**src/rtl/mccu_fsm_if.sv**
```systemverilog
// Control bundle between the multi-cycle MIPS controller and its datapath.
// The master side (the controller) reads IR fields, ALU zero and memory ready, and drives mux selects and write enables.
interface mccu_fsm_if;
   logic [5:0] op;
   logic [5:0] func;
   logic       z;
   logic       mem_ready;

   logic [2:0] state;
   logic       wpc;
   logic       wir;
   logic       wmem;
   logic       wreg;
   logic       iord;
   logic       alusrca;
   logic [1:0] alusrcb;
   logic [3:0] aluc;
   logic       shift;
   logic       sext;
   logic       regrt;
   logic       m2reg;
   logic       jal;
   logic [1:0] pcsource;

   modport master (
      input  op, func, z, mem_ready,
      output state, wpc, wir, wmem, wreg, iord, alusrca, alusrcb, aluc,
             shift, sext, regrt, m2reg, jal, pcsource
   );

   modport slave (
      output op, func, z, mem_ready,
      input  state, wpc, wir, wmem, wreg, iord, alusrca, alusrcb, aluc,
             shift, sext, regrt, m2reg, jal, pcsource
   );
endinterface

```
**src/rtl/mccu_fsm.sv**
```systemverilog
// Multi-cycle MIPS control unit: a five-state IF/ID/EXE/MEM/WB sequencer for a shared-ALU, single-memory datapath.
// Only the state is registered; every other output is decoded combinationally from state, IR fields, ALU zero and mem_ready.
module mccu_fsm (
   input  logic       clk_i,
   input  logic       rst_i,
   mccu_fsm_if.master bus
);

   typedef enum logic [2:0] {
      S_IF  = 3'd0,
      S_ID  = 3'd1,
      S_EXE = 3'd2,
      S_MEM = 3'd3,
      S_WB  = 3'd4
   } state_e;

   localparam logic [5:0] OP_RTYPE = 6'b000000;
   localparam logic [5:0] OP_ADDI  = 6'b001000;
   localparam logic [5:0] OP_ANDI  = 6'b001100;
   localparam logic [5:0] OP_ORI   = 6'b001101;
   localparam logic [5:0] OP_XORI  = 6'b001110;
   localparam logic [5:0] OP_LUI   = 6'b001111;
   localparam logic [5:0] OP_LW    = 6'b100011;
   localparam logic [5:0] OP_SW    = 6'b101011;
   localparam logic [5:0] OP_BEQ   = 6'b000100;
   localparam logic [5:0] OP_BNE   = 6'b000101;
   localparam logic [5:0] OP_J     = 6'b000010;
   localparam logic [5:0] OP_JAL   = 6'b000011;

   localparam logic [5:0] FN_ADD = 6'b100000;
   localparam logic [5:0] FN_SUB = 6'b100010;
   localparam logic [5:0] FN_AND = 6'b100100;
   localparam logic [5:0] FN_OR  = 6'b100101;
   localparam logic [5:0] FN_XOR = 6'b100110;
   localparam logic [5:0] FN_NOR = 6'b100111;
   localparam logic [5:0] FN_SLT = 6'b101010;
   localparam logic [5:0] FN_SLL = 6'b000000;
   localparam logic [5:0] FN_SRL = 6'b000010;
   localparam logic [5:0] FN_SRA = 6'b000011;
   localparam logic [5:0] FN_JR  = 6'b001000;

   state_e state_q, state_d;

   logic r_type;
   logic i_add, i_sub, i_and, i_or, i_xor, i_nor, i_slt, i_sll, i_srl, i_sra, i_jr;
   logic i_addi, i_andi, i_ori, i_xori, i_lui, i_lw, i_sw, i_beq, i_bne, i_j, i_jal;
   logic is_r_alu, is_imm, is_legal;
   logic sext_dec, shift_dec;
   logic [3:0] aluc_dec;

   logic       wpc_c, wir_c, wmem_c, wreg_c;
   logic       iord_c, alusrca_c, shift_c, sext_c, regrt_c, m2reg_c, jal_c;
   logic [1:0] alusrcb_c, pcsource_c;
   logic [3:0] aluc_c;

   // NOTE: sequential state uses non-blocking assignments so every flop samples pre-edge values.
   always_ff @(posedge clk_i) begin
      if (rst_i) begin
         state_q <= S_IF;
      end else begin
         state_q <= state_d;
      end
   end

   always_comb begin
      r_type = (bus.op == OP_RTYPE);
      i_add  = r_type && (bus.func == FN_ADD);
      i_sub  = r_type && (bus.func == FN_SUB);
      i_and  = r_type && (bus.func == FN_AND);
      i_or   = r_type && (bus.func == FN_OR);
      i_xor  = r_type && (bus.func == FN_XOR);
      i_nor  = r_type && (bus.func == FN_NOR);
      i_slt  = r_type && (bus.func == FN_SLT);
      i_sll  = r_type && (bus.func == FN_SLL);
      i_srl  = r_type && (bus.func == FN_SRL);
      i_sra  = r_type && (bus.func == FN_SRA);
      i_jr   = r_type && (bus.func == FN_JR);
      i_addi = (bus.op == OP_ADDI);
      i_andi = (bus.op == OP_ANDI);
      i_ori  = (bus.op == OP_ORI);
      i_xori = (bus.op == OP_XORI);
      i_lui  = (bus.op == OP_LUI);
      i_lw   = (bus.op == OP_LW);
      i_sw   = (bus.op == OP_SW);
      i_beq  = (bus.op == OP_BEQ);
      i_bne  = (bus.op == OP_BNE);
      i_j    = (bus.op == OP_J);
      i_jal  = (bus.op == OP_JAL);

      is_r_alu = i_add | i_sub | i_and | i_or | i_xor | i_nor | i_slt | i_sll | i_srl | i_sra;
      is_imm   = i_addi | i_andi | i_ori | i_xori | i_lui;
      is_legal = is_r_alu | i_jr | is_imm | i_lw | i_sw | i_beq | i_bne | i_j | i_jal;

      sext_dec  = i_addi | i_lw | i_sw | i_beq | i_bne;
      shift_dec = i_sll | i_srl | i_sra;

      // Branches compare by XOR so the zero flag means rs == rt.
      aluc_dec = 4'b0000;
      if (i_sub)                   aluc_dec = 4'b0100;
      else if (i_and | i_andi)     aluc_dec = 4'b0001;
      else if (i_or | i_ori)       aluc_dec = 4'b0101;
      else if (i_xor | i_xori)     aluc_dec = 4'b0010;
      else if (i_beq | i_bne)      aluc_dec = 4'b0010;
      else if (i_lui)              aluc_dec = 4'b0110;
      else if (i_sll)              aluc_dec = 4'b0011;
      else if (i_srl)              aluc_dec = 4'b0111;
      else if (i_sra)              aluc_dec = 4'b1111;
      else if (i_slt)              aluc_dec = 4'b1000;
      else if (i_nor)              aluc_dec = 4'b1101;
   end

   // NOTE: every signal gets a default before the case so no path can infer a latch.
   always_comb begin
      state_d    = S_IF;
      wpc_c      = 1'b0;
      wir_c      = 1'b0;
      wmem_c     = 1'b0;
      wreg_c     = 1'b0;
      iord_c     = 1'b0;
      alusrca_c  = 1'b0;
      alusrcb_c  = 2'b00;
      aluc_c     = 4'b0000;
      shift_c    = 1'b0;
      sext_c     = 1'b0;
      regrt_c    = 1'b0;
      m2reg_c    = 1'b0;
      jal_c      = 1'b0;
      pcsource_c = 2'b00;

      case (state_q)
         S_IF: begin
            alusrcb_c = 2'b01;
            wpc_c     = bus.mem_ready;
            wir_c     = bus.mem_ready;
            state_d   = bus.mem_ready ? S_ID : S_IF;
         end
         S_ID: begin
            if (i_j | i_jal) begin
               pcsource_c = 2'b11;
               wpc_c      = 1'b1;
               wreg_c     = i_jal;
               jal_c      = i_jal;
            end else if (i_jr) begin
               pcsource_c = 2'b10;
               wpc_c      = 1'b1;
            end else if (is_legal) begin
               // Branch target is computed here while the ALU is otherwise idle.
               alusrcb_c = 2'b11;
               sext_c    = 1'b1;
               state_d   = S_EXE;
            end
         end
         S_EXE: begin
            aluc_c = aluc_dec;
            sext_c = sext_dec;
            if (i_beq | i_bne) begin
               alusrca_c  = 1'b1;
               pcsource_c = 2'b01;
               wpc_c      = (i_beq & bus.z) | (i_bne & ~bus.z);
            end else if (i_lw | i_sw) begin
               alusrca_c = 1'b1;
               alusrcb_c = 2'b10;
               state_d   = S_MEM;
            end else if (is_r_alu) begin
               alusrca_c = 1'b1;
               shift_c   = shift_dec;
               state_d   = S_WB;
            end else if (is_imm) begin
               alusrca_c = 1'b1;
               alusrcb_c = 2'b10;
               state_d   = S_WB;
            end
         end
         S_MEM: begin
            iord_c = 1'b1;
            if (i_lw) begin
               state_d = bus.mem_ready ? S_WB : S_MEM;
            end else if (i_sw) begin
               wmem_c  = 1'b1;
               state_d = bus.mem_ready ? S_IF : S_MEM;
            end
         end
         S_WB: begin
            wreg_c  = 1'b1;
            regrt_c = is_imm | i_lw;
            m2reg_c = i_lw;
         end
         default: state_d = S_IF;
      endcase
   end

   // Reset aborts the instruction in flight: no architectural write may slip through.
   assign bus.wpc      = wpc_c  & ~rst_i;
   assign bus.wir      = wir_c  & ~rst_i;
   assign bus.wmem     = wmem_c & ~rst_i;
   assign bus.wreg     = wreg_c & ~rst_i;
   assign bus.state    = state_q;
   assign bus.iord     = iord_c;
   assign bus.alusrca  = alusrca_c;
   assign bus.alusrcb  = alusrcb_c;
   assign bus.aluc     = aluc_c;
   assign bus.shift    = shift_c;
   assign bus.sext     = sext_c;
   assign bus.regrt    = regrt_c;
   assign bus.m2reg    = m2reg_c;
   assign bus.jal      = jal_c;
   assign bus.pcsource = pcsource_c;

endmodule

```
**src/flat_wrapper.sv**
```systemverilog
// flat-port wrapper written by rule: the top's interface ports become plain ports
module mccu_fsm_flat 
  (clk_i, rst_i, bus_op, bus_func, bus_z, bus_mem_ready, bus_state, bus_wpc, bus_wir, bus_wmem, bus_wreg, bus_iord, bus_alusrca, bus_alusrcb, bus_aluc, bus_shift, bus_sext, bus_regrt, bus_m2reg, bus_jal, bus_pcsource);
  mccu_fsm_if bus_i ();
  input  logic clk_i;
  input  logic rst_i;
  input wire logic [$bits(bus_i.op)-1:0] bus_op;
  input wire logic [$bits(bus_i.func)-1:0] bus_func;
  input wire logic [$bits(bus_i.z)-1:0] bus_z;
  input wire logic [$bits(bus_i.mem_ready)-1:0] bus_mem_ready;
  output wire logic [$bits(bus_i.state)-1:0] bus_state;
  output wire logic [$bits(bus_i.wpc)-1:0] bus_wpc;
  output wire logic [$bits(bus_i.wir)-1:0] bus_wir;
  output wire logic [$bits(bus_i.wmem)-1:0] bus_wmem;
  output wire logic [$bits(bus_i.wreg)-1:0] bus_wreg;
  output wire logic [$bits(bus_i.iord)-1:0] bus_iord;
  output wire logic [$bits(bus_i.alusrca)-1:0] bus_alusrca;
  output wire logic [$bits(bus_i.alusrcb)-1:0] bus_alusrcb;
  output wire logic [$bits(bus_i.aluc)-1:0] bus_aluc;
  output wire logic [$bits(bus_i.shift)-1:0] bus_shift;
  output wire logic [$bits(bus_i.sext)-1:0] bus_sext;
  output wire logic [$bits(bus_i.regrt)-1:0] bus_regrt;
  output wire logic [$bits(bus_i.m2reg)-1:0] bus_m2reg;
  output wire logic [$bits(bus_i.jal)-1:0] bus_jal;
  output wire logic [$bits(bus_i.pcsource)-1:0] bus_pcsource;
  assign bus_i.op = bus_op;
  assign bus_i.func = bus_func;
  assign bus_i.z = bus_z;
  assign bus_i.mem_ready = bus_mem_ready;
  assign bus_state = bus_i.state;
  assign bus_wpc = bus_i.wpc;
  assign bus_wir = bus_i.wir;
  assign bus_wmem = bus_i.wmem;
  assign bus_wreg = bus_i.wreg;
  assign bus_iord = bus_i.iord;
  assign bus_alusrca = bus_i.alusrca;
  assign bus_alusrcb = bus_i.alusrcb;
  assign bus_aluc = bus_i.aluc;
  assign bus_shift = bus_i.shift;
  assign bus_sext = bus_i.sext;
  assign bus_regrt = bus_i.regrt;
  assign bus_m2reg = bus_i.m2reg;
  assign bus_jal = bus_i.jal;
  assign bus_pcsource = bus_i.pcsource;
  mccu_fsm u_core (.clk_i(clk_i), .rst_i(rst_i), .bus(bus_i));
endmodule
```
**config.mk**
```make
export PLATFORM = sky130hd
export DESIGN_NAME = mccu_fsm_flat
export DESIGN_NICKNAME = d
export VERILOG_FILES = /design/src/rtl/mccu_fsm_if.sv /design/src/rtl/mccu_fsm.sv /design/src/flat_wrapper.sv
export SDC_FILE = /design/constraint.sdc
export NUM_CORES = 1
export LEC_CHECK = 0
export ABC_AREA = 1
export CORE_ASPECT_RATIO = 0.75
export CORE_MARGIN = 3
export CORE_UTILIZATION = 37
export CTS_CLUSTER_SIZE = 40
export DETAILED_ROUTE_END_ITERATION = 10
export PLACE_DENSITY = 0.78
export SYNTH_ARGS = -nofsm -noshare
export SYNTH_HDL_FRONTEND = slang
export SYNTH_SLANG_ARGS = --single-unit
```
**constraint.sdc**
```tcl
create_clock -name clk_i -period 2.2 [get_ports clk_i]
set_input_delay 0.66 -clock clk_i [delete_from_list [all_inputs] [get_ports clk_i]]
set_output_delay 0.66 -clock clk_i [all_outputs]
set_load 0.02 [all_outputs]
```
==> flow_summary.yaml, run 1 <==
clock_network:
  postCtsResizedCells: 223
  cts_made_buffers: 3
  clockBufferDepth: 2
  h-tree-depth: 1
  cts_setup_buffers: 16
  hold_buffers: 0
  cts_sinks: 3
  clock-root-buffer: "clkbuf_4"
logic_synthesis:
  synthArstFlopShare: 0
  syn_avg_cell_area_um2: 5.367
  synth_edf_count: 0
  yosys-mux-area-fraction: 0
  synth_area_um2: 815.8
  synth_area_leaders: "nand2_1, nor2_1, inv_1"
  yosys.area_share.simple: 0.6549
  synth_most_common_cell: "nand2_1"
  ys.flop_type: "dfxtp_1"
  synth_seq_area_share: 0.07362
  ys_types: 28
  synth-xor-area-share: 0
  synthDominantCellAreaShare: 0.1518
  ys_ff_latch: 3
  synth-compound-area-share: 0.1242
  synthAdderAreaFrac: 0
  synth_top_family_by_area: "simple AND/OR/NAND/NOR gates"
  synthTopCellsByCount: "nand2_1, nor2_1, inv_1"
  syn_inst: 152
  syn_nets: 168
  yosysTopAreaCell: "nand2_1"
  yosysWarnings: 0
floorplanning:
  start_util: 0.3980
  die_x_um: 60.22
  rows: 14
  die_h_um: 46.67
  io_pins: 38
status:
  outcome: "aborted with a tool error"
  toolErrorMsg: "[ERROR DPL-0038] Utilization greater than 100%, impossible to legalize"
  stop_stage: "4_1_cts"
placed_design:
  placed_area_um2: 1658
  io_buffer_count: 37
  place_hpwl_mm: 2.770
  gp_congestion: 0.8722
-- through the flow --
stage / TNS [ns] / hold slack [ns] / worst slack, ns / std cells
after detailed placement: -20.33 / 0.7831 / -1.218 / 262
after global placement: -19.62 / 0.7643 / -1.193 / 262
after floorplan: -0.4473 / 0.7224 / -0.07402 / 152
-- cell families after synthesis --
| kind of cell | Yosys count |
|---|---|
| DFF | 3 |
| buffers and inverters | 30 |
| and+or+nand+nor | 101 |
| AOI/OAI and AO/OA | 18 |
==> run 2, diff against run 1 <==
Settings changed: CORE_AREA set to 3 3 64 66, CORE_ASPECT_RATIO 0.75 to unset, CORE_MARGIN 3 to unset, CORE_UTILIZATION 37 to unset, CTS_CLUSTER_SIZE 40 to unset, DIE_AREA set to 0 0 67 69, PLACE_DENSITY 0.78 to unset, PLACE_DENSITY_LB_ADDON set to 0.15.
Clock period 2.2 ns to 2.86 ns, I/O delays scaled along.
==> run 2 against run 1 <==
The flow now finishes, with violations (negative setup slack). Synthesized cell count stayed put. Area after synthesis did not move.
==> flow_summary.yaml, run 2 <==
hold_path:
  worstHoldPathCells: 4
  min_to: "u_core.bus.state[1]"
  hold_start: "u_core.bus.state[1]"
  hold_path.class: "reg -> reg"
clock_network:
  cts_made_buffers: 3
  cts.reportedPaths.clkPinSlew_ns: 0.03
  h-tree-depth: 1
  insertion_delay_ns: 0.21
  tritoncts: "done"
  clockBufferDepth: 2
  cts_sinks: 3
  hold_buffers: 0
  clock-root-buffer: "clkbuf_8"
timing:
  fmax_ghz: 0.3328
  rsz0062_at_grt: "true"
  tightestPinTransition_ns: 0.3670
  fin_crit_sh: 1.050
  slew_viol_final: 0
  setup-tns-final_ns: -0.9339
  fin_skew_ns: 0.002273
  setup_viol: 11
  min_period_ns: 3.004
  hold_violations: 0
  maxSlewHeadroom: 0.7540
  fin_ws_ns: -0.1444
placed_design:
  place_hpwl_mm: 2.545
  placed_area_um2: 1513
  gp_congestion: 0.9371
  io_buffer_count: 37
  dpl_worst_slack_ns: -1.005
  dpl.cell_count: 273
setup_path:
  path_class: "in -> out"
  critPathLaunchType: "primary input"
  cpMostUsedCell: "nor2_4"
  critPathSlowestCell: "clkdlybuf4s15_2"
  end_kind: "output port"
  critPathMaxFanout: 2
  r2r_setup_slack_ns: 1.50
  max_stage_delay_ns: 0.20
  reg2reg_from: "u_core.bus.state[1]"
  worstPathArrival_ns: 2.15
  rr_worst_depth: 8
  worstPathRequired_ns: 2.00
  regToRegEndpoint: "u_core.bus.state[1]"
  crit_chain: "clkdlybuf4s15_2 > buf_6 > nor2_4 > nand2_4 > nor2_4 > o21ai_1 > nand2_1 > inv_2 > nor4_2 > buf_4"
power_and_ir_drop:
  p_int_mw: 0.2103
  total_power_mw: 0.3174
  switchingPower_mw: 0.1071
  clockPowerShare: 0.386
  switching_share: 0.3375
  power.density_nw_per_um2: 164.9
  leakage_nw: 1.005
  share_seq_of_total_power: 0.143
  vdd_drop_max_uv: 107.8
  p_comb_frac: 0.472
logic_synthesis:
  synth_edf_count: 0
  synth_area_um2: 815.8
  synthArstFlopShare: 0
  synth_most_common_cell: "nand2_1"
  syn_inst: 152
  yosysWarnings: 0
  synthTopCellsByCount: "nand2_1, nor2_1, inv_1"
  syn_avg_cell_area_um2: 5.367
  syn_nets: 168
  yosysTopAreaCell: "nand2_1"
  synthDominantCellAreaShare: 0.1518
  synth_seq_area_share: 0.07362
  ys_ff_latch: 3
  ys.flop_type: "dfxtp_1"
  synth_area_leaders: "nand2_1, nor2_1, inv_1"
  ys_types: 28
finish:
  final_common_cell: "buf_4"
  antenna-diode-count: 0
  layout-drive-gt1-share: 0.6500
  synthToLayoutAreaGrowth_pct: 135.9
  nets: 257
  layout_common_cells: "buf_4, inv_1, nor2_4, nand2_1, buf_6"
  finalNonFillerCells: 288
  final_cell_area_um2: 1924
  largest_reg_flops: 3
routing:
  vias: 1298
  via_per_inst: 4.507
  post_drt_wl_per_cell_um: 11.73
  wirelength_mm: 3.379
  firstDrtPassIters: 6
  drtIter0Drc: 34
  drc: 0
  drtAntennaViolNets: 0
floorplanning:
  start_util: 0.2245
  die_area_um2: 4623
  die_h_um: 69
  io_pins: 38
  core-area_um2: 3633
  die_x_um: 67
  rows: 22
global_route:
  grt_overflow: 0
  antenna_found_initial: 0
  grt_pass1_vias: 1361
  globalRouteTotalUtil: 0.1577
  grt_pass1_wl_mm: 5.968
  grt_max_degree: 8
job:
  drv_cap: 0
status:
  violations: "negative setup slack"
  outcome: "finished with violations"
## run 2: cell counts after synthesis
Identical to the previous run, type by type.
## run 2: cell families after synthesis
logic type | share of synthesized area
DFF | 0.07362
and+or+nand+nor | 0.6549
buffers and inverters | 0.1472
AOI/OAI and AO/OA | 0.1242
## run 2: stage by stage
stage / utilization / hold slack, ns
after global placement: 0.4163 / 0.7195
final: 0.5296 / 0.8152
after global routing: 0.5296 / 0.8565
after CTS: 0.4886 / 0.8120
after floorplan: - / 0.7456
after detailed placement: 0.4163 / 0.7447
## run 2: layout make-up
class / instances / area [um^2]
Sequential cell: 3 / 60.06
Clock buffer: 4 / 45.04
Inverter: 29 / 113.9
Timing Repair Buffer: 85 / 714.4
Fill cell: 360 / 1709
Multi-Input combinational cell: 119 / 930.9
Tap cell: 48 / 60.06
## run 2: power groups by stage
stage               sequential (mW)  clock [mW]  combinational [mW]
floorplan                    0.0466           0              0.0440
global placement             0.0458           0               0.116
detailed placement           0.0459           0               0.117
CTS                          0.0453       0.124               0.137
global route                 0.0454       0.131               0.162
finish                       0.0452       0.122               0.150
## run 2: worst max path at each step
stage	start	end	slack, ns	cells after the start
floorplan	bus_op[4]	bus_wreg	0.06	7
global placement	bus_op[4]	bus_aluc[1]	-1.0	10
detailed placement	bus_op[0]	bus_sext	-1.00	12
CTS	bus_op[5]	bus_alusrcb[1]	-0.13	12
global route	bus_func[3]	bus_shift	-0.23	10
finish	bus_func[3]	bus_shift	-0.14	10
## run 2: critical path, delay by kind of cell
family	cells	cell delay, ns
AO/OA/AOI/OAI	1	0.10
buffers and inverters	4	0.56
AND/OR/NAND/NOR	5	0.61
## run 2: timing repair
item                                    CTS  global route
setup buffers                             9             2
gates resized for setup                 199            44
pin swaps                                34            26
endpoints found under the setup margin   18            18
## run 2: routing by layer
metal,share of wire,GRT usage,wire (um)
met1,0.42,0.2037,1435
met2,0.54,0.2686,1826
met3,0.030,0.01303,101
met4,0.0044,0.05180,15
met5,0,0,0
No activity file was read; power rests on OpenSTA's default activity.
